<file path="src/rtl/mem_seq_ctrl_pkg.sv">
// Shared definitions for the memory sequencer: state encodings, the default
// bus timeout and small helpers used by the top level and the bus timer.
package mem_seq_ctrl_pkg;

    // Width of the sequencer state register.
    localparam int STATE_W = 3;

    // State encodings kept as plain constants so the encoding stays fixed
    // and visible on a debug bus or in a waveform without enum decoding.
    localparam logic [STATE_W-1:0] ST_IDLE   = 3'd0;
    localparam logic [STATE_W-1:0] ST_FETCH  = 3'd1;
    localparam logic [STATE_W-1:0] ST_CHECK  = 3'd2;
    localparam logic [STATE_W-1:0] ST_ACCESS = 3'd3;
    localparam logic [STATE_W-1:0] ST_DONE   = 3'd4;
    localparam logic [STATE_W-1:0] ST_ERR    = 3'd5;

    // Maximum cycles a bus transfer may wait for an acknowledge; 0 disables.
    localparam int DEFAULT_TIMEOUT = 16;

    // Wait counter width: enough to hold TIMEOUT, never narrower than 1 bit
    // so a disabled timer still elaborates to a legal vector.
    function automatic int timerWidth(input int timeout);
        return (timeout < 2) ? 1 : $clog2(timeout + 1);
    endfunction

    // True for the two states that own an outstanding bus transfer.
    function automatic logic isXferState(input logic [STATE_W-1:0] state);
        return (state == ST_FETCH) || (state == ST_ACCESS);
    endfunction

endpackage

</file>
<file path="src/rtl/mem_seq_ctrl_bus_timer.sv">
// Wait-cycle counter for one bus transfer. It is cleared while no transfer
// is outstanding, counts every cycle the bus leaves a transfer unacknowledged,
// and flags expiry once the count reaches TIMEOUT-1 so the sequencer can
// abandon the transfer on that same edge.
module bus_timer
    import mem_seq_ctrl_pkg::*;
#(
    parameter int TIMEOUT = DEFAULT_TIMEOUT
) (
    input  logic clk,
    input  logic rst,
    input  logic i_clear,
    input  logic i_enable,
    output logic o_expired
);

    localparam int CW = timerWidth(TIMEOUT);
    localparam logic [CW-1:0] LIMIT = (TIMEOUT == 0) ? '0 : CW'(TIMEOUT - 1);

    logic [CW-1:0] r_count;
    logic          w_atLimit;

    assign w_atLimit = (r_count == LIMIT);
    assign o_expired = (TIMEOUT != 0) && w_atLimit;

    // Count unacknowledged cycles, saturating at the limit so the counter
    // cannot wrap back to zero while the sequencer is leaving the transfer.
    always_ff @(posedge clk or posedge rst) begin
        if (rst) begin
            r_count <= '0;
        end else if (i_clear) begin
            r_count <= '0;
        end else if (i_enable && !w_atLimit) begin
            r_count <= r_count + CW'(1);
        end
    end

endmodule

</file>
<file path="src/rtl/mem_seq_ctrl.sv">
// Sequencer that lets a single-cycle datapath share one single-port,
// variable-latency memory bus. Each instruction is fetched, decoded for one
// cycle, optionally followed by one data access, and the datapath is held
// stalled until a single commit cycle. A transfer that is never acknowledged
// parks the sequencer in a sticky error state until reset.
module mem_seq_ctrl
    import mem_seq_ctrl_pkg::*;
#(
    parameter int TIMEOUT = DEFAULT_TIMEOUT
) (
    input  logic        clk,
    input  logic        rst,
    input  logic        cpu_en,
    input  logic        inst_ren,
    input  logic [31:0] inst_addr,
    output logic [31:0] inst_data,
    input  logic        mem_ren,
    input  logic        mem_wen,
    input  logic [31:0] mem_addr,
    input  logic [31:0] mem_dout,
    output logic [31:0] mem_din,
    output logic        cpu_stall,
    output logic        bus_cs,
    output logic        bus_we,
    output logic [31:0] bus_addr,
    output logic [31:0] bus_dout,
    input  logic [31:0] bus_din,
    input  logic        bus_ack,
    output logic        err
);

    logic [STATE_W-1:0] r_state;
    logic [STATE_W-1:0] w_nextState;

    logic               r_busCs;
    logic               r_busWe;
    logic [31:0]        r_busAddr;
    logic [31:0]        r_busDout;
    logic [31:0]        r_instData;
    logic [31:0]        r_memDin;
    logic               r_err;

    logic               w_inXfer;
    logic               w_memReq;
    logic               w_expired;

    assign w_inXfer = isXferState(r_state);
    assign w_memReq = mem_ren | mem_wen;

    // The timer only runs while a transfer is outstanding; outside FETCH and
    // ACCESS it is held clear so every new transfer starts counting from zero.
    bus_timer #(
        .TIMEOUT   (TIMEOUT)
    ) u_busTimer (
        .clk       (clk),
        .rst       (rst),
        .i_clear   (!w_inXfer),
        .i_enable  (w_inXfer && !bus_ack),
        .o_expired (w_expired)
    );

    // Next-state decode; an acknowledge wins over a timeout in the same cycle.
    always_comb begin
        w_nextState = r_state;
        case (r_state)
            ST_IDLE: begin
                if (cpu_en && inst_ren) begin
                    w_nextState = ST_FETCH;
                end else if (cpu_en && w_memReq) begin
                    w_nextState = ST_ACCESS;
                end
            end
            ST_FETCH: begin
                if (bus_ack) begin
                    w_nextState = ST_CHECK;
                end else if (w_expired) begin
                    w_nextState = ST_ERR;
                end
            end
            ST_CHECK: begin
                w_nextState = w_memReq ? ST_ACCESS : ST_DONE;
            end
            ST_ACCESS: begin
                if (bus_ack) begin
                    w_nextState = ST_DONE;
                end else if (w_expired) begin
                    w_nextState = ST_ERR;
                end
            end
            ST_DONE: begin
                w_nextState = ST_IDLE;
            end
            ST_ERR: begin
                w_nextState = ST_ERR;
            end
            default: begin
                w_nextState = ST_IDLE;
            end
        endcase
    end

    // State register.
    always_ff @(posedge clk or posedge rst) begin
        if (rst) begin
            r_state <= ST_IDLE;
        end else begin
            r_state <= w_nextState;
        end
    end

    // Bus registers load on entry to a transfer and stay frozen until the
    // transfer ends, so datapath inputs moving mid-transfer never reach the bus.
    always_ff @(posedge clk or posedge rst) begin
        if (rst) begin
            r_busCs   <= 1'b0;
            r_busWe   <= 1'b0;
            r_busAddr <= '0;
            r_busDout <= '0;
        end else begin
            case (r_state)
                ST_IDLE, ST_CHECK: begin
                    if (w_nextState == ST_FETCH) begin
                        r_busCs   <= 1'b1;
                        r_busWe   <= 1'b0;
                        r_busAddr <= inst_addr;
                    end else if (w_nextState == ST_ACCESS) begin
                        r_busCs   <= 1'b1;
                        r_busWe   <= mem_wen;
                        r_busAddr <= mem_addr;
                        r_busDout <= mem_dout;
                    end
                end
                ST_FETCH, ST_ACCESS: begin
                    if (bus_ack || w_expired) begin
                        r_busCs   <= 1'b0;
                        r_busWe   <= 1'b0;
                        r_busAddr <= '0;
                        r_busDout <= '0;
                    end
                end
                ST_ERR: begin
                    r_busCs   <= 1'b0;
                    r_busWe   <= 1'b0;
                    r_busAddr <= '0;
                    r_busDout <= '0;
                end
                default: begin
                end
            endcase
        end
    end

    // Capture fetched instructions and load data; a write access (including
    // the read+write case, where the write wins) leaves load data untouched.
    always_ff @(posedge clk or posedge rst) begin
        if (rst) begin
            r_instData <= '0;
            r_memDin   <= '0;
        end else begin
            if (r_state == ST_FETCH && bus_ack) begin
                r_instData <= bus_din;
            end
            if (r_state == ST_ACCESS && bus_ack && !r_busWe) begin
                r_memDin <= bus_din;
            end
        end
    end

    // Sticky error flag, raised together with entry into the error state.
    always_ff @(posedge clk or posedge rst) begin
        if (rst) begin
            r_err <= 1'b0;
        end else if (w_nextState == ST_ERR) begin
            r_err <= 1'b1;
        end
    end

    assign cpu_stall = (r_state != ST_DONE);
    assign bus_cs    = r_busCs;
    assign bus_we    = r_busWe;
    assign bus_addr  = r_busAddr;
    assign bus_dout  = r_busDout;
    assign inst_data = r_instData;
    assign mem_din   = r_memDin;
    assign err       = r_err;

endmodule

</file>
<file path="config.mk">
export PLATFORM = sky130hd
export DESIGN_NAME = mem_seq_ctrl
export DESIGN_NICKNAME = d
export VERILOG_FILES = /design/src/rtl/mem_seq_ctrl_pkg.sv /design/src/rtl/mem_seq_ctrl_bus_timer.sv /design/src/rtl/mem_seq_ctrl.sv
export SDC_FILE = /design/constraint.sdc
export NUM_CORES = 1
export LEC_CHECK = 0
export ABC_AREA = 1
export BUFFER_PORTS_ARGS = -buffer_cell sky130_fd_sc_hd__buf_2
export CORE_MARGIN = 4
export CORE_UTILIZATION = 40
export CTS_BUF_LIST = sky130_fd_sc_hd__clkbuf_8
export DETAILED_ROUTE_END_ITERATION = 16
export GPL_ROUTABILITY_DRIVEN = 0
export PLACE_DENSITY = 0.69
export SYNTH_ARGS = -nofsm -noshare
export SYNTH_HDL_FRONTEND = slang
export SYNTH_HIERARCHICAL = 1
export SYNTH_SLANG_ARGS = --single-unit
</file>
<file path="constraint.sdc">
create_clock -name clk -period 5.1 [get_ports clk]
set_clock_uncertainty 0.2 [all_clocks]
set_input_delay 1.02 -clock clk [delete_from_list [all_inputs] [get_ports clk]]
set_output_delay 1.02 -clock clk [all_outputs]
set_load 0.005 [all_outputs]
</file>
==> qor.csv, run 1 <==
metric,value,unit
syn_area_per_cell,8.59,um2
outcome,completed,
cell area power density,635,nW/um2
Nets,1101,
number of synthesized flops with an enable pin,0,
Syn Inst Count,714,
clock sinks,139,
post-synthesis sequential area ratio,56.7,%
clock network latency to the later pin of the worst-skew pair,0.44,ns
normalized max-slew margin,31.0,%
vias,5711,
"Slowest-stage cell, CP",nor2_4,
Detail Placement HPWL,12.8,mm
ys async rst share,100,%
Netlist cell types,31,
cell area after synthesis,6130,um2
Final ANT Viol Nets,0,
Die W,132,um
number of remaining DRC errors,0,
"commonest non-fill, non-tap cells in the layout","nand2_1 (331), buf_2 (266), dfrtp_1 (139)",
number of CTS-inserted buffers,17,
placed cell count,1129,
Synth area leader,dfrtp_1,
met2 WL post-DR,9.01,mm
initial drt markers,335,
first-pass GRT wire length,29.4,mm
"Data required, critical path",5.23,ns
DR WL/cell,15.7,um
H-tree Lvls,4,
WL final,18.3,mm
clk buf depth,2,
CP startpoint kind,flip-flop,
final setup fails,0,
Pre-antenna DRT Iters,5,
Lkg Pwr,4.64,nW
largest net degree at the start of global routing,73,
top post-synthesis cells by area,"dfrtp_1 (57%), nand2_1 (20%), nand4_1 (3.4%)",
total track usage,21.1,%
Max Cap Viol,0,
share of cells above drive strength 1,35.1,%
"Clk pin slew, worst setup/hold paths",0.08,ns
die area,17400,um2
area grow syn2layout,29.3,%
final hold vios,0,
Worst Path Arrival,3.35,ns
Core Footprint,14800,um2
"flops & latches, synth",139,
CTS Hold Bufs,0,
Synth Flop Type,dfrtp_1,
synth warn,6,
unrepaired setup endpoints after global routing,no,
CP most frequent cell,nand2_1,
final worst setup slack,1.88,ns
Slew @ Worst Pin,1.03,ns
vias in the first global route,5559,
initial antenna violation count,3,
CP Max Fanout,35,
register area,3480,um2
cell at the root of the clock tree,clkbuf_8,
Ports,267,
Setup CP Type,reg -> reg,
highest metal used,met5,
"commonest non-fill, non-tap cell in the layout",nand2_1,
syn_nets,851,
PortBufs,266,
Metal-1 WL,7.69,mm
Max Slew Vio Count,0,
Filler cells,1444,
grt ovf,0,
FP Rows,44,
Starting Density,41.6,%
multi-input logic area,2300,um2
"worst slack, placed",1.51,ns
Peak Freq,310,MHz
met3 WL,1.29,mm
utilization after layout,53.8,%
Critical Path Sink Type,flip-flop,
Post-CTS Setup Bufs,0,
Tmin final,3.22,ns
Post-Layout Cell Count,1161,
Post-CTS Resized,0,
TNS Setup,0,ns
CTS tree,done,
Min-Delay Path Class,reg -> reg,
Yosys top cell area share,56.7,%
Vias per Instance,4.92,
crit-path cells,ha_1 > inv_2 > nor2_1 > ha_1 > nor2_2 > nand2_1 > nand2_1 > nand2_1 > nor2_4 > nand3_4 > nand2_1 > nand2_1 > nand2_1 > nand2_1,
"Largest stage delay, worst path",0.69,ns
DIE HEIGHT,132,um
Tcrit/Tclk final,63.2,%
maximum vdd drop,0.322,mV
## power breakdown
part	switching (mW)	internal, mW
Sequential	0.251	1.57
Clock	0.421	0.505
Combinational	1.46	0.826
## cell type report
class | count | share of cell area, %
multi-input cells | 500 | 29.0
well taps | 184 | 2.90
clock buffers | 19 | 3.30
repair buffers | 272 | 17.4
diodes | 1 | 0.0315
inverters | 34 | 1.69
flip-flops and latches | 139 | 43.8
clock inverters | 12 | 1.85
## per-layer routing
| metal | vias up | GRT usage, % |
|---|---|---|
| li1 | 2779 | - |
| met1 | 2688 | 26.1 |
| met2 | 224 | 36.2 |
| met3 | 18 | 6.49 |
| met4 | 2 | 5.31 |
| met5 | - | 0 |
## registers in the layout, indices dropped and copies added (netlist names)
register and cells:
r_state 3, err 1, bus_addr 32, inst_data 32, u_busTimer/r_count 5, mem_din 32
bus_cs 1, bus_we 1, bus_dout 32
## path summary, 6_finish.rpt
check	cells past startpoint	endpoint	slack, ns	startpoint
max	14	bus_addr[25]	1.88	u_busTimer/r_count[0]
min	2	bus_dout[19]	0.27	bus_dout[19]
max reg2reg	14	bus_addr[25]	1.88	u_busTimer/r_count[0]
min reg2reg	2	bus_dout[19]	0.27	bus_dout[19]
max in group asynchronous	3	bus_dout[29]	3.31	rst
min in group asynchronous	2	u_busTimer/r_count[2]	0.31	rst
## logic make-up after synthesis
kind of cell	Yosys count	synth area share [%]
AO/OA/AOI/OAI	40	3.51
multiplexers	17	3.12
adder cells (fa/ha/maj)	2	0.408
flip-flops	139	56.7
AND/OR/NAND/NOR	441	30.5
buffers and inverters	75	5.77
## cells in the mapped netlist, types with 2 or more instances
| master | number |
|---|---|
| a21oi_1 | 3 |
| buf_2 | 21 |
| buf_4 | 4 |
| buf_6 | 4 |
| clkbuf_1 | 11 |
| dfrtp_1 | 139 |
| ha_1 | 2 |
| inv_1 | 27 |
| inv_2 | 5 |
| mux2_2 | 17 |
| nand2_1 | 332 |
| nand2_2 | 4 |
| nand3_1 | 41 |
| nand3_2 | 2 |
| nand4_1 | 33 |
| nor2_1 | 18 |
| nor2_2 | 4 |
| nor2_4 | 2 |
| nor3_1 | 2 |
| o21ai_0 | 32 |
## critical path, delay by kind of cell, from the launching register on
family	cells	cell delay (ns)
adders and majority gates	2	0.44
buffers and inverters	1	0.07
and+or+nand+nor	11	1.98
DFF	1	0.41
## metrics by stage
step | total power [mW] | hold slack (ns) | cell area [um2]
floorplan | 3.35 | 0.263 | 6130
global placement | 4.11 | 0.248 | 7520
detailed placement | 4.17 | 0.253 | 7520
CTS | 5.11 | 0.273 | 7930
global route | 5.49 | 0.291 | 7930
finish | 5.04 | 0.270 | 7930
No activity file was read; power rests on OpenSTA's default activity.
==> run 2: changes to the inputs <==
--- a/config.mk
+++ b/config.mk
@@ -12,7 +12,7 @@
 export CTS_BUF_LIST = sky130_fd_sc_hd__clkbuf_8
 export DETAILED_ROUTE_END_ITERATION = 16
 export GPL_ROUTABILITY_DRIVEN = 0
-export PLACE_DENSITY = 0.69
+export PLACE_DENSITY = 0.72
 export SYNTH_ARGS = -nofsm -noshare
 export SYNTH_HDL_FRONTEND = slang
 export SYNTH_HIERARCHICAL = 1
==> constraint.sdc (replaced) <==
create_clock -name clk -period 2.85 [get_ports clk]
set_clock_uncertainty 0.2 [all_clocks]
set_input_delay 0.57 -clock clk [delete_from_list [all_inputs] [get_ports clk]]
set_output_delay 0.57 -clock clk [all_outputs]
set_load 0.005 [all_outputs]
==> qor.csv, run 2 (same netlist as run 1, synthesis figures left out) <==
metric,value,unit
Min-Delay Path Class,in -> reg,
utilization after layout,54.4,%
Die W,132,um
vias,5674,
outcome,completed,
CP Max Fanout,23,
DR WL/cell,15.4,um
area grow syn2layout,31.0,%
"worst slack, placed",0.159,ns
Lkg Pwr,4.67,nW
initial antenna violation count,2,
Post-Layout Cell Count,1169,
Core Footprint,14800,um2
cell at the root of the clock tree,clkbuf_8,
die area,17400,um2
Tmin final,2.62,ns
first-pass GRT wire length,28.4,mm
final instance area,8030,um2
H-tree Lvls,4,
CTS tree,done,
FP Rows,44,
number of remaining DRC errors,0,
Tcrit/Tclk final,91.9,%
total power,9.13,mW
maximum vdd drop,0.517,mV
clock sinks,139,
"Data required, critical path",3.02,ns
Pre-antenna DRT Iters,5,
Worst Path Arrival,2.79,ns
TNS Setup,0,ns
final setup fails,0,
"Clk pin slew, worst setup/hold paths",0.09,ns
placed cell count,1133,
final hold slack,0.127,ns
Final ANT Viol Nets,0,
Ports,267,
total track usage,20.3,%
Detail Placement HPWL,12.8,mm
Setup CP Type,reg -> reg,
clock network latency to the later pin of the worst-skew pair,0.44,ns
Slew @ Worst Pin,0.503,ns
Max Slew Vio Count,0,
number of CTS-inserted buffers,17,
final worst setup slack,0.230,ns
Peak Freq,382,MHz
Nets,1107,
final hold vios,0,
normalized max-slew margin,66.2,%
initial drt markers,276,
largest net degree at the start of global routing,76,
WL final,18.0,mm
clk buf depth,2,
DIE HEIGHT,132,um
PortBufs,266,
Critical Path Sink Type,flip-flop,
CP startpoint kind,flip-flop,
grt ovf,0,
unrepaired setup endpoints after global routing,yes,
"commonest non-fill, non-tap cells in the layout","nand2_1 (331), buf_2 (266), dfrtp_1 (139)",
Placed Area,7590,um2
vias in the first global route,5457,
cell area power density,1140,nW/um2
share of cells above drive strength 1,35.6,%
Starting Density,41.6,%
Max Cap Viol,0,
Vias per Instance,4.85,
"commonest non-fill, non-tap cell in the layout",nand2_1,
Post-CTS Setup Bufs,0,
==> run 2: cell count changes in the layout (fill, tap and decap cells not counted), moves of 2 or more <==
cell,delta
clkinv_2,-2
inv_8,+2
buf_12,+3
clkinvlp_4,+2
==> run 2: area by class of cell <==
class / instances / area, um2
sequential: 139 / 3480
fill: 1385 / 6720
tap: 184 / 230
timing repair buffer: 277 / 1450
antenna: 2 / 5.00
multi-input combinational: 501 / 2330
inverter: 34 / 133
clock buffer: 18 / 248
clock inverter: 14 / 159
==> run 2: layer usage <==
layer / vias up / GRT usage (%) / wire [um]
met1: 2665 / 25.4 / 7610
met5: - / 0 / 0
met2: 197 / 34.1 / 8980
met3: 20 / 5.92 / 1090
met4: 0 / 6.65 / 313
li1: 2792 / - / -
==> run 2: critical path: stages (launching register included) <==
cell and delay (ns):
dfrtp_1 0.39, ha_1 0.17, inv_2 0.05, nor2_1 0.12
ha_1 0.27, nor2_2 0.07, nand3_1 0.09, nand3_1 0.11
nor2_4 0.36, buf_4 0.36, nand4_1 0.13, nand2_1 0.10
nand2_1 0.05, nand2_1 0.06
==> run 2: power breakdown <==
group | internal, mW | leakage, nW | total (mW) | switching, mW
logic | 1.56 | 2.69 | 4.23 | 2.67
registers | 2.81 | 1.77 | 3.25 | 0.440
clock network | 0.821 | 0.206 | 1.65 | 0.826
total | 5.19 | 4.67 | 9.13 | 3.93
==> run 2: what timing repair did <==
action                                  CTS  global route
endpoints found under the setup margin    0            61
gates resized for setup                   0             2
endpoints found under the hold margin     5             0
hold buffers                              1             0
==> run 2: final timing paths <==
| check | start | endpoint | slack (ns) | depth (start not counted) |
|---|---|---|---|---|
| worst max-delay path | u_busTimer/r_count[0] | bus_addr[14] | 0.23 | 13 |
| worst min-delay path | bus_din[20] | inst_data[20] | 0.13 | 3 |
| min in group asynchronous | rst | u_busTimer/r_count[3] | 0.41 | 3 |
| worst max register to register | u_busTimer/r_count[0] | bus_addr[14] | 0.23 | 13 |
| worst min register to register | bus_dout[19] | bus_dout[19] | 0.27 | 2 |
| max in group asynchronous | rst | mem_din[10] | 1.49 | 4 |
